[src/rtl/pc_fetch.sv]
// rtl/pc_fetch.sv - program counter sequencer with IDLE/RUN/HALT control and branch-target LUT
// Branch targets come from a register LUT; a same-edge LUT write is seen only by later branches.
module pc_fetch #(
  parameter int PC_W      = 10,
  parameter int LUT_DEPTH = 32,
  localparam int LI       = (LUT_DEPTH > 1) ? $clog2(LUT_DEPTH) : 1
) (
  input  logic            Clk,
  input  logic            reset_n,
  input  logic            start,
  input  logic [PC_W-1:0] Start_addr,
  input  logic            stall,
  input  logic            halt_req,
  input  logic            branch,
  input  logic [LI-1:0]   branch_idx,
  input  logic            lut_we,
  input  logic [LI-1:0]   lut_addr,
  input  logic [PC_W-1:0] lut_data,
  output logic [PC_W-1:0] Prog_ctr,
  output logic            running,
  output logic            done,
  output logic [15:0]     Instr_cnt
);

  typedef enum logic [1:0] {
    IDLE = 2'd0,
    RUN  = 2'd1,
    HALT = 2'd2
  } state_t;

  state_t          state_q, state_d;
  logic [PC_W-1:0] pc_q, pc_d;
  logic [15:0]     cnt_q, cnt_d;
  logic [PC_W-1:0] lut_q [LUT_DEPTH];
  logic [PC_W-1:0] target;
  logic [31:0]     bidx_ext, widx_ext;

  assign bidx_ext = 32'(branch_idx);
  assign widx_ext = 32'(lut_addr);

  // Out-of-range indices read as zero and are never written.
  assign target = (bidx_ext < 32'(LUT_DEPTH)) ? lut_q[branch_idx] : '0;

  always_ff @(posedge Clk or negedge reset_n) begin
    if (!reset_n) begin
      for (int i = 0; i < LUT_DEPTH; i++) lut_q[i] <= '0;
    end else if (lut_we && (widx_ext < 32'(LUT_DEPTH))) begin
      lut_q[lut_addr] <= lut_data;
    end
  end

  always_ff @(posedge Clk or negedge reset_n) begin
    if (!reset_n) begin
      state_q <= IDLE;
      pc_q    <= '0;
      cnt_q   <= '0;
    end else begin
      state_q <= state_d;
      pc_q    <= pc_d;
      cnt_q   <= cnt_d;
    end
  end

  always_comb begin
    state_d = state_q;
    pc_d    = pc_q;
    cnt_d   = cnt_q;
    case (state_q)
      IDLE, HALT: begin
        if (start) begin
          state_d = RUN;
          pc_d    = Start_addr;
          cnt_d   = '0;
        end
      end
      RUN: begin
        if (!stall) begin
          if (cnt_q != 16'hFFFF) cnt_d = cnt_q + 16'd1;
          if (halt_req)    state_d = HALT;
          else if (branch) pc_d    = target;
          else             pc_d    = pc_q + PC_W'(1);
        end
      end
      default: state_d = IDLE;
    endcase
  end

  assign Prog_ctr  = pc_q;
  assign Instr_cnt = cnt_q;
  assign running   = (state_q == RUN);
  assign done      = (state_q == HALT);

endmodule

[config.mk]
export PLATFORM = sky130hd
export DESIGN_NAME = pc_fetch
export DESIGN_NICKNAME = d
export VERILOG_FILES = /design/src/rtl/pc_fetch.sv
export SDC_FILE = /design/constraint.sdc
export NUM_CORES = 1
export LEC_CHECK = 0
export CAP_MARGIN = 40
export CORE_MARGIN = 4
export CORE_UTILIZATION = 43
export CTS_CLUSTER_SIZE = 40
export DETAILED_ROUTE_END_ITERATION = 10
export GPL_TIMING_DRIVEN = 0
export PLACE_DENSITY_LB_ADDON = 0.15
export SYNTH_ARGS = -nofsm -noshare
export SYNTH_HDL_FRONTEND = slang
export SYNTH_SLANG_ARGS = --single-unit
[constraint.sdc]
create_clock -name Clk -period 5 [get_ports Clk]
set_clock_uncertainty 0.05 [all_clocks]
set_input_delay 1.25 -clock Clk [delete_from_list [all_inputs] [get_ports Clk]]
set_output_delay 1.25 -clock Clk [all_outputs]
set_load 0.005 [all_outputs]
== After elaboration in Yosys (flattened, before gate mapping) ==
Cells that the tools add are included.
Storage, ports and cells
  input bits: 37
  register bits after elaboration: 348
  logic and storage cells: 80
Operators by class
  order comparisons: 5
  bitwise gates (word level): 2
  reduce and logical (&&, ||, !) cells: 8
  add/subtract/negate cells: 2
  eq/ne operators: 8
  multiplexer cells: 20
Operators by type and width (number)
  bitwise mux 320 bit: 1
  2-to-1 mux 10 bit: 8
  binary-select mux 10 bit (select 5 bit): 1
  demux 10 bit (select 5 bit): 1
  2-to-1 mux 16 bit: 3
  one-hot mux 16 bit (2 select lines): 1
  one-hot mux 10 bit (2 select lines): 1
  adder 16 x 1 -> 16 bit (second input constant): 1
  inequality test 16 bit (second input constant): 1
  greater-or-equal comparator 6 bit (second input constant): 2
  less-than comparator 5 x 6 -> 1 bit (second input constant): 2
  NOT 5 -> 6 bit: 2
  adder 10 x 1 -> 10 bit (second input constant): 1
  inequality test 2 bit (second input constant): 4
  AND reduction 4 bit: 2
  less-than comparator 6 x 1 -> 1 bit (second input constant): 1
  2-to-1 mux 2 bit: 3
  one-hot mux 2 bit (2 select lines): 1
  AND reduction 3 bit: 1
  equality test 2 x 1 -> 1 bit (second input constant): 1
  equality test 2 bit (second input constant): 1
  logical AND 1 bit: 2
  zero test 2 bit: 1
  inequality test 2 x 1 -> 1 bit (second input constant): 1
  other kinds (2): 2

== Depth between registers and ports, before layout ==
  word-level depth: 9
  gate-level depth with buffers: 8
  gate-level depth less buffers: 6

== Least setup slack after synthesis ==
Ideal clock, no wire load.
  path kind: input to register
  start: input port branch_idx[0]
  end: register pc_q[3] (netlist: Prog_ctr[3])
  required time: 4.821 ns
  cell stages on the path: 7
  setup slack: 2.062 ns
  arrival: 2.758 ns
  cell sequence: buf_6 > buf_6 > buf_6 > mux4_2 > a211o_1 > o221ai_1 > a21oi_1
On the way
  longest elaborated chain between the ends: 9
RTL lines
  start, declared: RTL line 15  | input logic [LI-1:0] branch_idx,
  NOT 5 -> 6 bit (implied by the code): RTL line 42  | assign target = (bidx_ext < 32'(LUT_DEPTH)) ? lut_q[branch_idx] : '0;
  binary-select mux 10 bit (select 5 bit): RTL line 42
  2-to-1 mux 10 bit (implied by the code) (2 in a row): RTL line 42
  2-to-1 mux 10 bit (*): RTL line 42
  2-to-1 mux 10 bit (*): RTL line 80  | else if (branch) pc_d = target;
  2-to-1 mux 10 bit (*): RTL line 79  | if (halt_req) state_d = HALT;
  2-to-1 mux 10 bit (*): RTL line 77  | if (!stall) begin
  one-hot mux 10 bit (2 select lines) (*): RTL line 68  | case (state_q)
  end signal, assigned: RTL line 59  | pc_q <= pc_d;
  end, declared: RTL line 32  | logic [PC_W-1:0] pc_q, pc_d;
Every way passes the cells marked *; elsewhere a longest branch is shown, timed or not. The select of a mux whose other input is x is not followed.
A chain may end at the register's enable or synchronous reset.

== Final worst setup path ==
  start: input port branch_idx[3]
  end: register pc_q[3] (netlist: Prog_ctr[3])
The elaborated chain is that of the path after synthesis.

==> qor.yml <==
status: "finished clean"
cts_setup_buffers: 0
rows: 71
first_pass_iters: 5
hpwl_mm: 31.47
hold_buffers: 0
p_per_area_nw_per_um2: 421.3
worstPathArrival_ps: 3920
slew_headroom: 0.4058
avgSynthCellArea_um2: 14.50
ir_drop_uv: 215.2
rsz0062_at_grt: "false"
vias_per_cell: 5.785
rr_worst_depth: 5
numCtsBuffers: 40
setup_viol: 0
cp_max_fo: 10
cts_resized: 0
chipHeight_um: 203.1
start_util: 0.4357
cp.depth: 6
grt_pass1_vias: 10760
drcViolationCount: 0
slew_violations: 0
wire_per_inst_um: 25.87
crit_buf_inv: 3
synth-main-ff-cell: "dfrtp_1"
drive_gt1_frac: 0.4093
wl_mm: 46.04
crit_family: "buffers and inverters"
yosysUniqueCellTypes: 63
crit_chain: "buf_2 -> clkbuf_1 -> clkbuf_1 -> o221ai_1 -> o221ai_1 -> a21oi_1"
period_share: 0.7163
synth-edff-count: 0
crit_start: "branch_idx[3]"
end_kind: "flip-flop"
grtUsageTotal: 0.2238
timing.final.ws_setup_ps: 1418
die-area_um2: 41260
worstSetupEndpoint: "Prog_ctr[3]"
setup_tns_ps: 0
syn_area_um2: 16370
clk_pin_slew_worst_paths_ps: 60
fin_util: 0.5058
worstMarginPinSlew_ps: 891.3
gp_congestion: 0.8191
drt-initial-drc-count: 579
cts_sinks: 348
areaGrowthSynthToFinish_pct: 16.10
route.antenna.remaining_nets: 0
fmax_ghz: 0.2792
syn_inst: 1129
r2r_end: "Prog_ctr[7]"
hold_class: "flip-flop to flip-flop"
cts_max_path_buffers: 3
hold_viol_final: 0
grt_max_degree: 106
cts_tree: "yes"
worstSetupPathType: "primary input to flip-flop"
io_buffers: 56
clkLatencyLatePin_ps: 530
post-place-ws_ps: 933.4
grt_overflow: 0
fin_nets: 1282
root_buffer: "clkbuf_16"
synth_warnings: 0
vias: 10300
reg2reg_from: "state_q[1]"
reg2reg_slack_ps: 2570
synth.net_count: 1168
cp_slowest_cell: "clkbuf_1"
crit_path_max_incr_delay_ps: 690
synth-async-reset-ratio: 1.000
max_cap_violations: 0
fin_crit_ps: 3582
grt_pass1_wl_mm: 69.26
power_leakage_uw: 0.008221
synth_seq_area_share: 0.5319
worst_setup_path_start_kind: "primary input"
ctsHtreeMaxLevel: 2
die_x_um: 203.1
antenna_found_initial: 1
worstPathRequired_ps: 5340
synth_seq_cells: 348
core_area_um2: 37580
ios: 65
==> flip-flops by register name, indices dropped and copies added, names as in the netlist <==
| name | count |
|---|---|
| Prog_ctr | 10 |
| Instr_cnt | 16 |
| state_q | 2 |
| lut_q | 320 |
==> through the flow <==
step / std cells / power [uW] / instance area, um2 / hold WS [ps]
after CTS: 1778 / 8083 / 18990 / 444.2
after detailed placement: 1711 / 5303 / 17770 / 430.7
final: 1780 / 8008 / 19010 / 441.6
after floorplan: 1129 / 4708 / 16370 / 402.4
after global placement: 1696 / 5254 / 17570 / 418.6
after global routing: 1779 / 8389 / 19000 / 455.4
==> routing by layer <==
metal  track usage  wire (um)  vias up
met1        0.3072      20330     5515
met3       0.04536       2403       54
li1              -          -     4491
met5             0          0        -
met4       0.05734       1002        0
met2        0.3688      22300      237
==> power by group <==
group	internal, uW	switching, uW	total [uW]
registers	3380	319	3690
clock network	1630	1130	2760
logic	882	673	1560
==> worst min path at each step <==
stage               start          to  slack, ps  cells after the start
5_1_grt        lut_q[288]  lut_q[288]        460                      1
3_3_place_gp   lut_q[194]  lut_q[194]        420                      1
6_report       lut_q[194]  lut_q[194]        440                      1
4_1_cts        lut_q[194]  lut_q[194]        440                      1
3_5_place_dp   lut_q[194]  lut_q[194]        430                      1
2_1_floorplan  lut_q[195]  lut_q[195]        400                      1
==> layout by cell type (no fill, tap or decap), types with 12 or more instances in the layout <==
| cell | synthesis | routed |
|---|---|---|
| dfrtp_1 | 348 | 348 |
| mux2_2 | 319 | 319 |
| mux4_2 | 79 | 79 |
| clkbuf_1 | 51 | 63 |
| clkdlybuf4s50_1 | 0 | 55 |
| nand2_1 | 45 | 45 |
| clkbuf_16 | 0 | 41 |
| nor2_1 | 29 | 29 |
| a21oi_1 | 19 | 19 |
| o21ai_0 | 17 | 17 |
| mux2i_1 | 16 | 16 |
| buf_4 | 8 | 15 |
| nor3_1 | 13 | 13 |
| nand3_1 | 12 | 12 |
| buf_2 | 12 | 12 |
==> worst reg2reg max path: cells and delay by family, from the launching register on <==
kind	cells	cell delay (ps)
AND/OR/NAND/NOR	3	1530
flip-flops	1	420
AO/OA/AOI/OAI	2	370
==> cells in the mapped netlist, types with 7 or more instances <==
| master | number | area [um2] |
|---|---|---|
| nand3_1 | 12 | 60.06 |
| clkbuf_1 | 51 | 191.4 |
| o21ai_0 | 17 | 85.08 |
| nor3_1 | 13 | 65.06 |
| buf_4 | 8 | 60.06 |
| a21oi_1 | 19 | 95.09 |
| nand2_1 | 45 | 168.9 |
| mux2_2 | 319 | 3592 |
| nand3b_1 | 7 | 52.55 |
| mux4_2 | 79 | 1779 |
| a22oi_1 | 8 | 60.06 |
| dfrtp_1 | 348 | 8708 |
| nor2_2 | 8 | 50.05 |
| buf_2 | 12 | 60.06 |
| nor2_1 | 29 | 108.9 |
| mux2i_1 | 16 | 160.2 |
==> layout make-up <==
type / count / area, um2
antenna: 1 / 2.502
buffer: 79 / 379.1
clock buffer: 62 / 1195
clock inverter: 5 / 27.53
fill: 3274 / 18570
inverter: 8 / 32.53
multi-input combinational: 694 / 7251
sequential: 348 / 8708
tap: 511 / 639.4
timing repair buffer: 72 / 772.0
==> kinds of logic after synthesis <==
| kind of cell | share of synthesized area |
|---|---|
| multiplexers | 0.3393 |
| flip-flops | 0.5319 |
| AND/OR/NAND/NOR | 0.05297 |
| AO/OA/AOI/OAI | 0.04540 |
| buffers and inverters | 0.02514 |
| XOR/XNOR | 0.003745 |
| adder cells (fa/ha/maj) | 0.001528 |
Power figures use the tool's default switching activity.
